--- config.mk ---
export PLATFORM = sky130hd
export DESIGN_NAME = sync_fifo
export DESIGN_NICKNAME = d
export VERILOG_FILES = /design/src/rtl/sync_fifo.sv
export SDC_FILE = /design/constraint.sdc
export NUM_CORES = 1
export LEC_CHECK = 0
export CAP_MARGIN = 25
export CORE_UTILIZATION = 50
export CTS_BUF_LIST = sky130_fd_sc_hd__clkbuf_4 sky130_fd_sc_hd__clkbuf_8
export CTS_CLUSTER_DIAMETER = 50
export DETAILED_ROUTE_END_ITERATION = 8
export GPL_ROUTABILITY_DRIVEN = 0
export PLACE_DENSITY_LB_ADDON = 0.2
export SKIP_LAST_GASP = 1
export SLEW_MARGIN = 25
export SYNTH_ARGS = -nofsm -noshare
export SYNTH_HDL_FRONTEND = slang
export SYNTH_SLANG_ARGS = --single-unit
--- constraint.sdc ---
create_clock -name clk -period 8.79 [get_ports clk]
set_clock_uncertainty 0.15 [all_clocks]
set_input_delay 1.758 -clock clk [delete_from_list [all_inputs] [get_ports clk]]
set_output_delay 1.758 -clock clk [all_outputs]
set_load 0.005 [all_outputs]
--- src/rtl/sync_fifo.sv ---
// sync_fifo: single-clock FIFO of arbitrary depth with occupancy count,
// programmable almost-full/almost-empty watermarks, synchronous flush and
// sticky overflow/underflow flags. value_o shows the head entry (show-ahead).
//
// Handshake: an enqueue is taken when enqueue_en is high and the FIFO is not
// full, or is full but dequeue_en is also high. A dequeue is taken when
// dequeue_en is high and the FIFO is not empty. flush_en (and reset) override
// both, so nothing is taken and no error flag is set in that cycle.
module sync_fifo #(
   parameter int WIDTH                  = 32,
   parameter int SIZE                   = 8,
   parameter int ALMOST_FULL_THRESHOLD  = SIZE,
   parameter int ALMOST_EMPTY_THRESHOLD = 1
) (
   input  logic                      clk,
   input  logic                      reset,
   input  logic                      flush_en,
   input  logic                      enqueue_en,
   input  logic [WIDTH-1:0]          value_i,
   input  logic                      dequeue_en,
   output logic [WIDTH-1:0]          value_o,
   output logic [$clog2(SIZE+1)-1:0] count,
   output logic                      full,
   output logic                      empty,
   output logic                      almost_full,
   output logic                      almost_empty,
   output logic                      overflow,
   output logic                      underflow
);

   localparam int PW = (SIZE > 1) ? $clog2(SIZE) : 1;
   localparam int CW = $clog2(SIZE + 1);

   localparam logic [PW-1:0] LAST_PTR = PW'(SIZE - 1);
   localparam logic [CW-1:0] FULL_CNT = CW'(SIZE);
   localparam logic [CW-1:0] AF_CNT   = CW'(ALMOST_FULL_THRESHOLD);
   localparam logic [CW-1:0] AE_CNT   = CW'(ALMOST_EMPTY_THRESHOLD);

   // Storage starts at zero and is never cleared by reset or flush.
   logic [WIDTH-1:0] mem [SIZE] = '{default: '0};

   logic [PW-1:0] read_ptr;
   logic [PW-1:0] write_ptr;
   logic [PW-1:0] read_ptr_next;
   logic [PW-1:0] write_ptr_next;
   logic [CW-1:0] count_next;
   logic          acc_enq;
   logic          acc_deq;
   logic          ovf_set;
   logic          unf_set;

   // Head entry is read straight from the pointer; undefined content while empty.
   assign value_o = mem[read_ptr];

   // Accept/error decisions for this cycle; flush suppresses everything.
   always_comb begin
      acc_enq = enqueue_en && (!full || dequeue_en) && !flush_en;
      acc_deq = dequeue_en && !empty && !flush_en;
      ovf_set = enqueue_en && full && !dequeue_en && !flush_en;
      unf_set = dequeue_en && empty && !flush_en;
   end

   // Next pointers wrap by explicit compare so SIZE need not be a power of two.
   always_comb begin
      read_ptr_next  = read_ptr;
      write_ptr_next = write_ptr;
      if (acc_deq) begin
         read_ptr_next = (read_ptr == LAST_PTR) ? '0 : read_ptr + PW'(1);
      end
      if (acc_enq) begin
         write_ptr_next = (write_ptr == LAST_PTR) ? '0 : write_ptr + PW'(1);
      end
   end

   // Occupancy after this cycle's accepted operations.
   always_comb begin
      count_next = count;
      if (acc_enq && !acc_deq) begin
         count_next = count + CW'(1);
      end else if (acc_deq && !acc_enq) begin
         count_next = count - CW'(1);
      end
   end

   // Write the accepted entry; reset discards any write in the same cycle.
   always_ff @(posedge clk) begin
      if (!reset && acc_enq) begin
         mem[write_ptr] <= value_i;
      end
   end

   // Pointers, count and registered status flags; reset and flush look the same.
   always_ff @(posedge clk) begin
      if (reset || flush_en) begin
         read_ptr     <= '0;
         write_ptr    <= '0;
         count        <= '0;
         full         <= 1'b0;
         empty        <= 1'b1;
         almost_full  <= 1'b0;
         almost_empty <= 1'b1;
         overflow     <= 1'b0;
         underflow    <= 1'b0;
      end else begin
         read_ptr     <= read_ptr_next;
         write_ptr    <= write_ptr_next;
         count        <= count_next;
         full         <= (count_next == FULL_CNT);
         empty        <= (count_next == '0);
         almost_full  <= (count_next >= AF_CNT);
         almost_empty <= (count_next <= AE_CNT);
         overflow     <= overflow | ovf_set;
         underflow    <= underflow | unf_set;
      end
   end

endmodule

Yosys cells after proc, flatten, opt, wreduce, memory -nomap -nowiden
Memories as Yosys holds them, arrays and structs flattened. A register that Yosys moved wholly into a read port is not among the register bits.
Cells that the tools add are included.
- register bits after elaboration: 16
- bits in writable memories: 256
- bits of input ports: 37
- output and inout bits: 42
- word-level logic and storage cells: 51
- memories kept: 1
- $add $sub $neg: 4
- magnitude comparators: 2
- equality and inequality tests: 3
- multiplexer cells: 8
- bitwise logic cells: 2
- reduce and logical (&&, ||, !) cells: 22
- memories (memory ; words ; bits a word ; read ports ; clocked after memory_dff ; write ports ; line ; text):
    mem ; 8 ; 32 ; 1 ; 1 ; 1 ; 40 ; logic [WIDTH-1:0] mem [SIZE] = '{default: '0};
- operator list (cell ; count):
    logical AND 1 bit ; 12
    2-to-1 mux 3 bit ; 4
    2-to-1 mux 4 bit ; 2
    zero test 1 bit ; 7
    adder 3 x 1 -> 3 bit (second input constant) ; 2
    == test 3 bit (second input constant) ; 2
    adder 4 x 1 -> 4 bit (second input constant) ; 1
    == test 4 bit (second input constant) ; 1
    greater-or-equal comparator 4 bit (second input constant) ; 1
    less-or-equal comparator 4 x 1 -> 1 bit (second input constant) ; 1
    zero test 4 bit ; 1
    subtractor 4 x 1 -> 4 bit (second input constant) ; 1
    logical OR 1 bit ; 2
    2-to-1 mux 1 bit ; 2
    OR 1 bit ; 2

Depth between registers and ports, before layout
Gate-level depths: netlist (run 1).
- depth in word-level cells: 9
- mapped depth: 6
- depth with buffers taken out: 6

Least setup slack after synthesis (run 1)
OpenSTA, ideal clock, no wires.
- path kind: in2reg
- start point: input flush_en
- end point: memory mem[0][0] (enable)
- library setup time: 0.461 ns
- arrival time: 4.817 ns
- data required time: 8.179 ns
- path slack: 3.361 ns
- stages on the path: 5
- path buffers: 1
- cells stage by stage: clkbuf_1 nor2b_1 nand2_1 or3_1 nor3_1
- cells in the longest elaborated chain, start to end: 5
- RTL lines (element ; line ; text):
    start, declared ; 17 ; input logic flush_en,
    zero test 1 bit ; 57 ; acc_enq = enqueue_en && (!full || dequeue_en) && !flush_en;
    logical AND 1 bit ; 57 ;
    logical AND 1 bit ; 87 ; if (!reset && acc_enq) begin
    2-to-1 mux 1 bit ; 87 ;
    2-to-1 mux 1 bit (implied by the code) ; 88 ; mem[write_ptr] <= value_i;
    end, declared ; 40 ;
No other way between the ends.

==> results of run 1 <==
==> power breakdown <==
group | internal (mW) | switching, mW | total, mW
Clock | 0.557 | 0.450 | 1.01
Combinational | 0.0362 | 0.0336 | 0.0698
Sequential | 1.44 | 0.00289 | 1.44
Total | 2.03 | 0.486 | 2.52
==> flip-flops by register name (all words and copies together), names as in the netlist, named ones only <==
name / flops
count: 4
overflow: 1
mem: 256
write_ptr: 3
almost_full: 1
full: 1
underflow: 1
almost_empty: 1
read_ptr: 3
empty: 1
==> per-layer routing <==
| layer | up-vias | global-route usage, % |
|---|---|---|
| met4 | 0 | 6.39 |
| li1 | 2218 | - |
| met1 | 2578 | 24.6 |
| met5 | - | 0 |
| met3 | 32 | 4.01 |
| met2 | 129 | 30.5 |
==> metrics by stage <==
stage | area (um2) | hold WS (ps) | std cells
after floorplan | 10500 | 310 | 476
after global placement | 11700 | 311 | 811
after detailed placement | 11900 | 336 | 818
after CTS | 12700 | 360 | 894
after global routing | 12700 | 390 | 894
final | 12700 | 351 | 894
==> kinds of logic (layout without fill, tap and decap cells) <==
family	Yosys count	in the layout	synth area share [%]
flip-flops	275	275	76.6
multiplexers	98	98	17.3
XOR/XNOR	2	2	0.166
buffers and inverters	23	171	0.903
adder cells (fa/ha/maj)	6	6	0.713
AND/OR/NAND/NOR	55	55	3.15
AO/OA/AOI/OAI	17	17	1.14
==> layout make-up <==
class / count / area (um2)
flip-flops and latches: 275 / 8080
fillers: 1401 / 7730
multi-input cells: 178 / 2420
repair buffers: 92 / 1030
clock buffers: 64 / 768
well taps: 270 / 338
clock inverters: 12 / 55.1
inverters: 3 / 11.3
==> placed cells by master (no fill, tap or decap), types with 2 or more instances in the layout <==
cell / Yosys / routed
edfxtp_1: 256 / 256
clkdlybuf4s50_1: 0 / 78
mux4_2: 64 / 64
clkbuf_8: 0 / 46
mux2_2: 33 / 33
clkbuf_4: 0 / 18
dfxtp_1: 19 / 16
nor2_1: 17 / 11
nand2_1: 10 / 10
clkinv_1: 0 / 9
a21oi_1: 8 / 8
buf_16: 0 / 7
nor2_4: 0 / 6
ha_1: 6 / 6
buf_4: 0 / 6
nand2b_1: 5 / 5
nor3_1: 7 / 5
nor3_2: 2 / 4
inv_1: 3 / 3
o21ai_0: 3 / 3
nor2b_1: 2 / 2
or3_1: 2 / 2
nor4_4: 2 / 2
dfxtp_4: 0 / 2
==> critical path, delay by kind of cell, from the launching register on <==
| kind | cells | cell delay, ps |
|---|---|---|
| DFF | 1 | 570 |
| muxes | 2 | 910 |
| buffers and inverters | 2 | 1100 |
==> path summary, 6_finish.rpt <==
| kind | start | to | slack (ps) | cells past startpoint |
|---|---|---|---|---|
| min | underflow | underflow | 350 | 2 |
| max reg2reg | full | mem[3][13] | 6430 | 6 |
| min reg2reg | underflow | underflow | 350 | 2 |
| max | register | value_o[22] | 3770 | 4 |
==> impl_results.md, run 1 <==
* Tightest Hold Check Type: reg2reg
* Htree depth at 2
* Post-CTS sizing at 0
* Total Die Area at 21600 um2
* Ys async rst share at 0%
* Crit end category: primary output
* Total iterations of the first detailed-routing run at 4
* Syn avg cell area at roughly 22 um2
* Inserted Diodes at 0
* CTS Buffer Depth at 3
* Synth top area share at 73.0%
* Share of cells above drive strength 1 at 32.1%
* Startpoint Class: register
* Max Used Layer: met4
* Crit-path max cell delay at 620 ps
* Yosys reg bits at between 200 and 300
* Post-synth cell types at 36
* Routed Antenna Nets at 0
* CP Max Fanout at 48
* Worst-margin pin slew at approximately 1000 ps
* Clk Latency, worst-skew pair at around 520 ps
* Initial antenna violation count at 0
* Fin crit period at between 5000 and 6000 ps
* Tot Pwr at approximately 2.5 mW
* CTS root buffer: clkbuf_8
* Starting Density at about half
* Worst Path Class, Setup: reg2out
* Post-synth top area cell: edfxtp_1
* Post-Syn Instances at approximately 480
* Die width at 147 um
* Inserted Clock Buffers at 43
* Vias in the first global route at roughly 5300
* Critical Path Slowest Stage Cell: buf_6
* Vias at 4957
* WL final at 18900 um
* EDFF count, synth at approximately 260
* DP Worst Slack at 4010 ps
* Synthesis Warnings at 0
* Congestion Overflow GR at 0
* Power Density at 198 nW/um2
* Syn-to-layout area delta at 20.6%
* # setup viols final at 0
* Post-Synthesis Cell Area at 10500 um2
* Peak supply drop at 0.0000970 V
* CTS tree: built
* Sequential share of the synthesized area at 76.6%
* RSZ-0062 raised after global routing: false
* Routed WL per cell at 21.1 um
* Fmax at 0.199 GHz
* Critical path cell sequence: buf_6 -> mux4_2 -> mux2_2 -> clkdlybuf4s50_1
* Max-cap viol count at 0
* Post-Route M1 WL at around 8000 um
* Worst Slack Setup Final at 3770 ps
* Num Clock Sinks at between 200 and 300
* Post-synth net total at 519
* Area contributors post-synth: edfxtp_1 (73%), mux4_2 (14%), dfxtp_1 (3.6%)
* Final period util at 57.1%
* Commonest cells in the netlist: edfxtp_1 (256), mux4_2 (64), mux2_2 (33)
* Clk slew on worst S/H paths at approximately 50 ps
* Worst slew margin at 32.7%
* Largest net degree at the start of global routing at 65
* Gr usage total at between 10% and 20%
* Vias per cell at 5.54
* Final #Nets at 636
* Final hold vios at 0
* Die height at 147 um
* Core Util, Final at ~62%
* Total core area at 20400 um2
* I/O Buffers at between 70 and 80
* Setup Buffers After CTS at 0
* Primary FF master, synth: edfxtp_1
* Cell Rows at 52
* DRC viols at 0
* Met2 WL at 9480 um
* Top-count cell post-synth: edfxtp_1
* Setup TNS at 0 ps
* Final Max Tran Viols at 0
* LEAKAGE at 3.96 nW
* Top Ports at 79
* Worst Path Required at 6880 ps
* Wire length on met3 at about 970 um
* DR iter-0 viols at ~250
* DPL Wire Length at approximately 11000 um
* Status: completed
* First-pass GRT wire length at 29700 um
* Hold_buf cts at 0
* Data arrival, critical path at 3110 ps
No activity file was read; power rests on OpenSTA's default activity.
==> run 2: changes to the inputs <==
clock period = 4.4 ns   (was 8.79 ns; I/O delays follow)
==> impl_results.md, run 2 (synthesis gave the netlist of run 1 again) <==
* Tot Pwr at 4.96 mW
* Largest net degree at the start of global routing at 36
* Max-cap viol count at 0
* Total iterations of the first detailed-routing run at 5
* Clk slew on worst S/H paths at approximately 60 ps
* Most used routing layer in global routing: met2
* Peak supply drop at 0.000174 V
* Commonest cells after routing, fill and taps aside: edfxtp_1 (256), clkdlybuf4s50_1 (78), mux4_2 (64)
* Register area at 8080 um2
* Gr usage total at a little under a fifth
* Final Max Tran Viols at 0
* Worst-margin pin slew at 983 ps
* Num Clock Sinks at 275
* Most common cell after layout, fill and taps aside: edfxtp_1
* Status: completed
* Worst slew margin at 34.5%
* Reg2Reg Depth at 5
* Share of cells above drive strength 1 at 31.9%
* I/O Buffers at 78
* Top flop regs: mem: 256 flops, count: 4 flops
* Clk Latency, worst-skew pair at 520 ps
* Htree depth at 2
* CTS root buffer: clkbuf_8
* Inserted Clock Buffers at 43
* DR iter-0 viols at 300
* Data arrival, critical path at 2840 ps
* LEAKAGE at 3.92 nW
* Vias per cell at 5.60
* Fmax at 0.258 GHz
* # setup viols final at 0
* Area of the multi-input gates at 2430 um2
* Final period util at 87.9%
* CP Max Fanout at 27
* Hold_sp: underflow
* Initial antenna violation count at 0
* CTS Buffer Depth at 3
* Met2 GRT Util at ~31%
* Fin crit period at 3870 ps
* DRC viols at 0
* Post-CTS sizing at 0
* Syn-to-layout area delta at 19.7%
* Tightest Hold Check Type: reg2reg
* Routed Antenna Nets at 0
* Final std cell area, no fill at 12600 um2
* Total Die Area at around 22000 um2
* Cell Rows at between 50 and 60
* RR Startpoint: full
* Met3 Usage GRT at under 10%
* Congestion Overflow GR at 0
* Post-DP Area at 11800 um2
* CTS tree: built
* Inserted Diodes at 0
* Met1 Track Usage GR at 24.8%
* Setup Buffers After CTS at 0
* Die width at 147 um
* Worst Path Class, Setup: reg2out
* DPL Wire Length at between 10000 and 15000 um
* Hold depth at 2
* Worst Path Required at 3370 ps
* Hold_buf cts at 0
* Startpoint Class: register
* Die height at 147 um
* Largest Register: mem
* Setup TNS at 0 ps
* Vias in the first global route at approximately 5600
* Routed WL per cell at 21.4 um
* Final #Nets at 638
* First-pass GRT wire length at about 30000 um
* Top Ports at 79
* Fill cells at 1452
* Vias at 4999
* RSZ-0062 raised after global routing: false
* Total core area at between 20000 and 25000 um2
* Max FFs per register at 256
* Final hold vios at 0
* Crit end category: primary output
* Power Density at 394 nW/um2
* WL final at 19100 um
* Starting Density at 51.5%
==> run 2: routing by layer <==
layer	vias up	wire length (um)
li1	2224	-
met1	2608	8250
met2	133	9570
met3	34	935
met4	0	380
met5	-	0
==> run 2: critical path, stage by stage, from the launching register on <==
cell	delay, ps
dfxtp_4	710
buf_12	300
mux4_2	530
mux2_2	300
clkdlybuf4s50_1	450
==> run 2: metrics by stage <==
stage	utilization, %	hold WS, ps	setup WS, ps	instances
global placement	57.8	318	704	820
global route	61.7	355	348	893
finish	61.7	331	531	893
floorplan	-	310	35.3	476
detailed placement	57.8	318	644	820
CTS	61.7	333	434	893
==> run 2: final timing paths <==
check | to | slack (ps)
min reg2reg | underflow | 330
max reg2reg | mem[6][1] | 2030
max | value_o[21] | 530
min | underflow | 330
==> run 2: layout make-up <==
type                       count  share of cell area (%)
inverter                       3                  0.0894
clock buffer                  55                    5.56
clock inverter                18                   0.645
sequential                   275                    64.1
tap                          270                    2.68
timing repair buffer          94                    7.65
multi-input combinational    178                    19.3
==> run 2: power breakdown <==
group	total (mW)	switching [mW]	internal, mW
Combinational	0.142	0.0689	0.0731
Clock	1.95	0.911	1.04
Sequential	2.88	0.00644	2.87
==> run 3: changes to the inputs <==
CORE_UTILIZATION = 40   (was 50)
==> impl_results.md, run 3 (synthesis gave the netlist of run 1 again) <==
* Initial antenna violation count at 1
* Inserted Clock Buffers at 45
* DP Worst Slack at 794 ps
* Top Ports at 79
* Clk Latency, worst-skew pair at 550 ps
* Crit end category: primary output
* Clk slew on worst S/H paths at approximately 60 ps
* Max-cap viol count at 0
* Cell Rows at 59
* Status: completed
* Routed Antenna Nets at 0
* Vias per cell at 5.19
* CP Max Fanout at 23
* Setup Buffers After CTS at 0
* # setup viols final at 0
* Share of cells above drive strength 1 at 32.2%
* DPL Wire Length at ~12000 um
* Syn-to-layout area delta at 21.1%
* Starting Density at 40.6%
* Worst Path Required at about 3400 ps
* DR iter-0 viols at 315
* Crit-path max cell delay at 690 ps
* Fill cells at slightly above 2000
* Total Die Area at ~27000 um2
* CTS root buffer: clkbuf_8
* Final Max Tran Viols at 0
* Hold_buf cts at 0
* Max FFs per register at approximately 260
* Peak supply drop at 0.000196 V
* Routed WL per cell at 20.8 um
* DRC viols at 0
* Total core area at 25900 um2
* Critical path cell sequence: buf_12 -> mux4_2 -> mux2_2 -> clkdlybuf4s50_1
* First-pass GRT wire length at around 32000 um
* WHS at between 300 and 400 ps
* RSZ-0062 raised after global routing: false
* LEAKAGE at 3.95 nW
* Post-CTS sizing at 0
* I/O Buffers at between 70 and 80
* Worst Path Class, Setup: reg2out
* Htree depth at 2
* Worst slew margin at 58.4%
* Vias in the first global route at 5540
* CTS Buffer Depth at 3
* Most common cell after layout, fill and taps aside: edfxtp_1
* Final period util at between 80% and 90%
* WL final at 20000 um
* Tightest Hold Check Type: reg2reg
* Buf/Inv on CP at 2
* Congestion Overflow GR at 0
* Startpoint Class: register
* Critical Path Slowest Stage Cell: dfxtp_4
* Delay-heaviest family, CP: multiplexers
* Power Density at 399 nW/um2
* Data arrival, critical path at 2810 ps
* Die height at 164 um
* Largest Register: mem
* Final #Nets at 639
* Largest net degree at the start of global routing at 36
* Worst Slack Setup Final at 563 ps
* Total iterations of the first detailed-routing run at 4
* Commonest cells after routing, fill and taps aside: edfxtp_1 (256), clkdlybuf4s50_1 (78), mux4_2 (64)
* Gr usage total at about 16%
* Worst-margin pin slew at 622 ps
* Num Clock Sinks at 275
* Final hold vios at 0
* Fmax at 0.261 GHz
* Fin crit period at 3840 ps
* Vias at approximately 5000
* CTS tree: built
* Setup TNS at 0 ps
* Top flop regs: mem: 256 flops, count: 4 flops
* Die width at 164 um
-- run 3: cell count changes in the layout (fill, tap and decap cells not counted) --
| cell | previous run | this run |
|---|---|---|
| dfxtp_4 | 2 | 3 |
| clkinv_1 | 9 | 10 |
| dfxtp_2 | 1 | 0 |
| inv_8 | 0 | 1 |
| clkinv_2 | 8 | 1 |
| clkbuf_4 | 9 | 17 |
| buf_12 | 5 | 6 |
| clkinv_4 | 0 | 1 |
| diode_2 | 0 | 1 |
| clkinvlp_4 | 1 | 0 |
| inv_6 | 0 | 2 |
| buf_4 | 11 | 9 |
-- run 3: area by class of cell --
class,instances,area [um2],area share [%]
Antenna cell,1,2.50,0.0196
Clock inverter,15,80.1,0.628
Tap cell,335,419,3.29
Sequential cell,275,8080,63.4
Timing Repair Buffer,93,968,7.60
Inverter,3,11.3,0.0883
Clock buffer,63,761,5.97
Multi-Input combinational cell,178,2430,19.0
-- run 3: final timing paths --
path	slack [ps]	end	startpoint	cells after the start
worst min-delay path	330	overflow	overflow	2
worst max-delay path	560	value_o[22]	register	4
worst max register to register	2130	mem[4][1]	full	5
worst min register to register	330	overflow	overflow	2
-- run 3: power by group --
part           internal (mW)  total (mW)  switching, mW
Clock                   1.12        2.07          0.955
Sequential              2.87        2.87        0.00622
Combinational         0.0728       0.142         0.0694
Total                   4.06        5.09           1.03
-- run 3: worst reg2reg max path: stages (launching register included) --
cell      delay [ps]
dfxtp_1          330
nand2b_1         100
nand2_1          150
or3_1            510
nor2_4           450
buf_12           250
-- run 3: layer usage --
layer | track usage [%] | wire length, um | vias to the layer above
met3 | 3.71 | 1070 | 29
met1 | 20.7 | 8710 | 2624
met4 | 5.01 | 291 | 0
met2 | 26.2 | 9960 | 117
li1 | - | - | 2225
met5 | 0 | 0 | -
-- run 3: metrics by stage --
stage	power, mW	cell area (um2)	utilization (%)	instances
3_5_place_dp	3.07	11900	45.9	884
5_1_grt	5.28	12700	49.2	962
2_1_floorplan	2.98	10500	-	476
4_1_cts	5.16	12700	49.2	962
6_report	5.09	12700	49.2	963
3_3_place_gp	3.07	11900	45.9	884
==> RTL change 1 (flow settings as in run 2) <==
Set the parameter `SIZE` to 16 (it was 8).
--- a/src/rtl/sync_fifo.sv
+++ b/src/rtl/sync_fifo.sv
@@ -10,3 +10,3 @@
    parameter int WIDTH                  = 32,
-   parameter int SIZE                   = 8,
+   parameter int SIZE                   = 16,
    parameter int ALMOST_FULL_THRESHOLD  = SIZE,
Interface: changed (resized count); port bits go from 79 to 80. The function was not compared with the original's and may differ.
==> RTL change 1 against run 2 <==
  * Setup slack got worse by 0.25 ns
  * Area after synthesis rose by 94%
  * Design area increased by 89%
  * Sequential cell count increased by 260
  * Wire length rose by 110%
  * Utilization down 2.0 points
  * Combinational power grew 38%
  * Count of clock-buffer cells in the layout up 67
  * Power is 98% higher
  * Critical endpoint is now value_o[0]
  * Highest routed layer is now met5
==> RTL change 1: results (changes against run 2) <==
* Clock Tree Root: clkbuf_8
* Fillcell total at 2856 (+97%)
* Status: finished, final reports clean
* Synth Area in Compound Gates at 0.815% (-0.33 points)
* Drt first-iter violations at 701 (+130%)
* Initial antenna violation count at 1 (+1)
* Yosys warns at 0 (unchanged)
* Pin count of the biggest net entering global routing at 44 (+22%)
* Drt total wl at 40300 um (+110%)
* Slew headroom at 56.8% (+22 points)
* Post-CTS setup buffers at 0 (unchanged)
* Synth Area in XOR/XNOR at 0.251% (+0.085 points)
* Port buffer count at 79 (+1.3%)
* Average vias per placed instance at 5.76 (+2.9%)
* Largest regs: mem x512, count x5
* GRT Total Usage at 20.4% (+1.5 points)
* CP delay by family, top: multiplexers
* Netlist cell types at 49 (+36%)
* Post-synth net total at 903 (+74%)
* Post-synth top flop: edfxtp_1
* Synth cell count leaders: 512 x edfxtp_1, 160 x mux4_2, 24 x clkbuf_1, 23 x dfxtp_1, 21 x nor2_1
* Cells after DPL at 1458 (+78%)
* Place WS at 0.575 ns (-0.0682 ns)
* H-tree levels at 3 (+1)
* Pleak at 0.00729 uW (+86%)
* Post-DP HPWL at 22300 um (+98%)
* EDFF count, synth at 512 (+100%)
* Top cells by area, synth: edfxtp_1 75%, mux4_2 18%, dfxtp_1 2.3%
* Nets at 1064 (+67%)
* Global-route wire length before repair at 61200 um (+99%)
* Share of cells above drive strength 1 at 33.5% (+1.6 points)
* Register area share after synthesis at 77.6% (+0.97 points)
* Mux cell area share after synthesis at 17.8% (+0.44 points)
* Number of global-route vias before repair at 10006 (+80%)
* Num CTS Buffers at 85 (+98%)
* Clock Latency Late Sink at 0.62 ns (+0.10 ns)
* Maximum vdd ir drop at 0.252 mV (+45%)
* Worst stage delay on the critical path at 0.55 ns (-0.16 ns)
* Syn Area/Cell at 23.8 sq um (+7.4%)
* Worst Path Max Fanout at 13 (-52%)
* Worst reg2reg endpoint: mem[0][13]
* Worst reg-to-reg setup slack at 1.75 ns (-0.28 ns)
* CP arrival at 3.09 ns (+0.25 ns)
* Via count at 9312 (+86%)
* Setup crit end: value_o[0]
* Final Cycle Share at 93.6% (+5.7 points)
-- RTL change 1: cell count changes after synthesis, moves of 4 or more --
cell,delta
clkbuf_1,+12
mux4_2,+96
nand2b_1,-5
nor2_1,+4
and2_1,+4
edfxtp_1,+256
inv_1,+6
dfxtp_1,+4
mux2_2,-33
buf_2,+6
nor4_1,+5
-- RTL change 1: per-stage QoR --
step                      cell area (sq um)  utilization, %  hold WS [ns]  power (uW)
after floorplan                       20400               -         0.310        5770
after global placement                22200            55.5         0.301        5890
after CTS                             23900            59.6         0.333        9940
after detailed placement              22200            55.5         0.320        5900
after global routing                  23900            59.6         0.360       10200
final                                 23900            59.6         0.334        9840
-- RTL change 1: power breakdown --
group / switching, uW / internal [uW]
Sequential: 6.47 / 5590
Combinational: 112 / 83.7
Clock: 1840 / 2210
-- RTL change 1: routing by layer --
| layer | GRT usage [%] | part of all wire, % | vias to the layer above |
|---|---|---|---|
| met5 | 0 | 0.025 | - |
| li1 | - | - | 4031 |
| met4 | 6.72 | 1.9 | 2 |
| met1 | 28.0 | 43 | 4961 |
| met2 | 32.7 | 50 | 256 |
| met3 | 4.32 | 5.2 | 62 |
-- RTL change 1: worst min-delay path: cells and delay by family, from the launching register on --
family / cells / cell delay (ns)
DFF: 1 / 0.32
AOI/OAI and AO/OA: 1 / 0.04
and+or+nand+nor: 1 / 0.08
-- RTL change 1: worst min-delay path by stage --
| stage | cells past startpoint | slack (ns) | end | from |
|---|---|---|---|---|
| after floorplan | 2 | 0.31 | underflow | underflow |
| after global placement | 2 | 0.30 | underflow | underflow |
| after detailed placement | 2 | 0.32 | overflow | overflow |
| after CTS | 2 | 0.33 | overflow | overflow |
| after global routing | 2 | 0.36 | underflow | underflow |
| final | 2 | 0.33 | underflow | underflow |
-- RTL change 1: final cells by class --
cell class | count | share of cell area, %
repair buffers | 116 | 5.16
flip-flops and latches | 535 | 66.4
clock buffers | 122 | 6.15
well taps | 525 | 2.75
multi-input cells | 273 | 18.6
clock inverters | 36 | 0.792
inverters | 9 | 0.142
-- RTL change 1: cell families (layout without fill, tap and decap cells) --
logic type	after synthesis	in the layout
XOR/XNOR	5	5
AO/OA/AOI/OAI	24	24
AND/OR/NAND/NOR	75	75
adder cells (fa/ha/maj)	7	7
buffers and inverters	51	283
flip-flops	535	535
multiplexers	162	162
==> RTL change 2 (settings of run 2) <==
Without the edit above. Put one more register stage on the output `count`, without a reset. The value now appears one clock later. The other outputs are not delayed to match. Comments in the files are not updated.
--- a/src/rtl/sync_fifo.sv
+++ b/src/rtl/sync_fifo.sv
@@ -37,2 +37,4 @@
    localparam logic [CW-1:0] AE_CNT   = CW'(ALMOST_EMPTY_THRESHOLD);
+
+   logic [$clog2(SIZE+1)-1:0] count_s0;
 
@@ -76,7 +78,7 @@
    always_comb begin
-      count_next = count;
+      count_next = count_s0;
       if (acc_enq && !acc_deq) begin
-         count_next = count + CW'(1);
+         count_next = count_s0 + CW'(1);
       end else if (acc_deq && !acc_enq) begin
-         count_next = count - CW'(1);
+         count_next = count_s0 - CW'(1);
       end
@@ -96,3 +98,3 @@
          write_ptr    <= '0;
-         count        <= '0;
+         count_s0     <= '0;
          full         <= 1'b0;
@@ -106,3 +108,3 @@
          write_ptr    <= write_ptr_next;
-         count        <= count_next;
+         count_s0     <= count_next;
          full         <= (count_next == FULL_CNT);
@@ -116,2 +118,6 @@
 
+   always_ff @(posedge clk) begin
+      count <= count_s0;
+   end
+
 endmodule
Formal check against the unedited RTL: not equivalent (a bounded check fails within 4 cycles, from zero or initial values).
==> RTL change 2 against run 2 <==
  * Setup slack improved by 0.020 ns
  * Sequential cell count up 4
  * Largest power group unchanged
  * Power increased by 3.0%
  * Synthesized cell count up 0.84%
  * Wire length decreased by 0.89%
  * First-iteration DRC count shrank 2.0%
  * Design area up 1.2%
  * Area after synthesis grew 0.86%
  * Clock power grew 5%
  * Largest cell class unchanged
==> RTL change 2: results (changes against run 2) <==
* Post-synth net total at 523 (+0.77%)
* Drt first-iter violations at 294 (-2.0%)
* Pin count of the biggest net entering global routing at 33 (-8.3%)
* ANT cells at 0 (unchanged)
* Share of cells above drive strength 1 at 31.8% (-0.095 points)
* Number of global-route vias before repair at 5366 (-3.5%)
* Register area share after synthesis at 76.7% (+0.10 points)
* Maximum vdd ir drop at 0.229 mV (+31%)
* Netlist cell types at 38 (+5.6%)
* Pleak at 0.00400 uW (+2.0%)
* Post-Synth Adder-Cell Area at 0.707% (-0.0060 points)
* Largest regs: mem x256, count x4, count_s0 x4
* Synth cell count leaders: 256 x edfxtp_1, 64 x mux4_2, 32 x mux2_2, 23 x dfxtp_1, 14 x nor2_1
* DR WL/cell at 21.1 um (-1.4%)
* Syn Area/Cell at 22.1 sq um (about the same)
* Clock Latency Late Sink at 0.55 ns (+0.03 ns)
* Worst-margin pin slew at 0.973 ns (-0.00924 ns)
* Asr flop ratio synth at 0% (unchanged)
* GRT Total Usage at 18.4% (-0.43 points)
* Via count at 4941 (-1.2%)
* Clock buffer depth at 3 (unchanged)
* Synth Area in XOR/XNOR at 0.247% (+0.081 points)
* Post_cts resized at 0 (unchanged)
* EDFF count, synth at 256 (unchanged)
* Nets at 643 (+0.78%)
* Mux cell area share after synthesis at 17.4% (+0.053 points)
* Top cells by area, synth: edfxtp_1 72%, mux4_2 14%, dfxtp_1 4.3%
* Port buffer count at 78 (unchanged)
* DP Area at 11900 sq um (+0.86%)
* Worst Path Max Fanout at 22 (-19%)
* Final count of hold timing violations at 0 (unchanged)
* Worst-path clk slew at 0.06 ns (about the same)
* CP arrival at 2.82 ns (-0.02 ns)
* Global-route wire length before repair at 30000 um (-2.3%)
* Post-DP HPWL at 11400 um (+0.79%)
* Synth Area in Compound Gates at 1.21% (+0.073 points)
* Cells after DPL at 824 (+0.49%)
* Status: finished, final reports clean
* Num CTS Buffers at 44 (+2.3%)
* Initial antenna violation count at 0 (unchanged)
* Drt total wl at 19000 um (-0.89%)
* Setup_tns at 0 ns (unchanged)
* TritonRoute pass-1 iters at 4 (-1)
RTL change 2: changes by cell type after synthesis, moves of 3 or more:
| cell | change |
|---|---|
| nand3_1 | +3 |
| dfxtp_1 | +4 |
| nor2_1 | -3 |
| o21ai_0 | -3 |
RTL change 2: metrics by stage:
step | util (%) | hold slack, ns | power, uW | setup slack, ns
after floorplan | - | 0.195 | 3020 | 0.00676
after global placement | 58.0 | 0.220 | 3110 | 0.682
after detailed placement | 58.0 | 0.223 | 3120 | 0.606
after CTS | 62.0 | 0.230 | 5170 | 0.458
after global routing | 62.0 | 0.251 | 5290 | 0.371
final | 62.0 | 0.238 | 5120 | 0.552
RTL change 2: kinds of logic (layout without fill, tap and decap cells):
group / count (synthesis) / after routing
AND/OR/NAND/NOR: 52 / 52
flip-flops: 279 / 279
buffers and inverters: 24 / 172
multiplexers: 99 / 99
XOR/XNOR: 3 / 3
AO/OA/AOI/OAI: 17 / 17
adder cells (fa/ha/maj): 6 / 6
RTL change 2: worst max-delay path: stages, from the launching register on:
cell             delay (ns)
dfxtp_4                0.64
buf_4                  0.34
mux4_2                 0.53
mux2_2                 0.29
clkdlybuf4s50_1        0.46
RTL change 2: path summary, 6_finish.rpt:
kind         cells past startpoint  slack [ns]   startpoint           to
max                              4        0.55    flip-flop  value_o[29]
max reg2reg                      6        2.07         full    mem[3][7]
min                              0        0.24  count_s0[3]     count[3]
min reg2reg                      0        0.24  count_s0[3]     count[3]
RTL change 2: area by class of cell:
cell class                 count  area, sq um
sequential                   279         8150
fill                        1474         7810
multi-input combinational    177         2420
timing repair buffer          95          996
clock buffer                  63          767
tap                          270          338
clock inverter                11         61.3
inverter                       3         11.3
RTL change 2: per-layer routing:
layer	global-route usage (%)	part of all wire, %
met1	24.4	42
met4	5.57	1.8
met3	3.52	6.1
met2	31.0	50
met5	0	0
RTL change 2: report_power, final:
| part | internal, uW | leakage (uW) | switching (uW) |
|---|---|---|---|
| clock network | 1120 | 0.000442 | 934 |
| logic | 76.8 | 0.00107 | 70.9 |
| registers | 2910 | 0.00249 | 7.17 |
| total | 4100 | 0.00400 | 1010 |
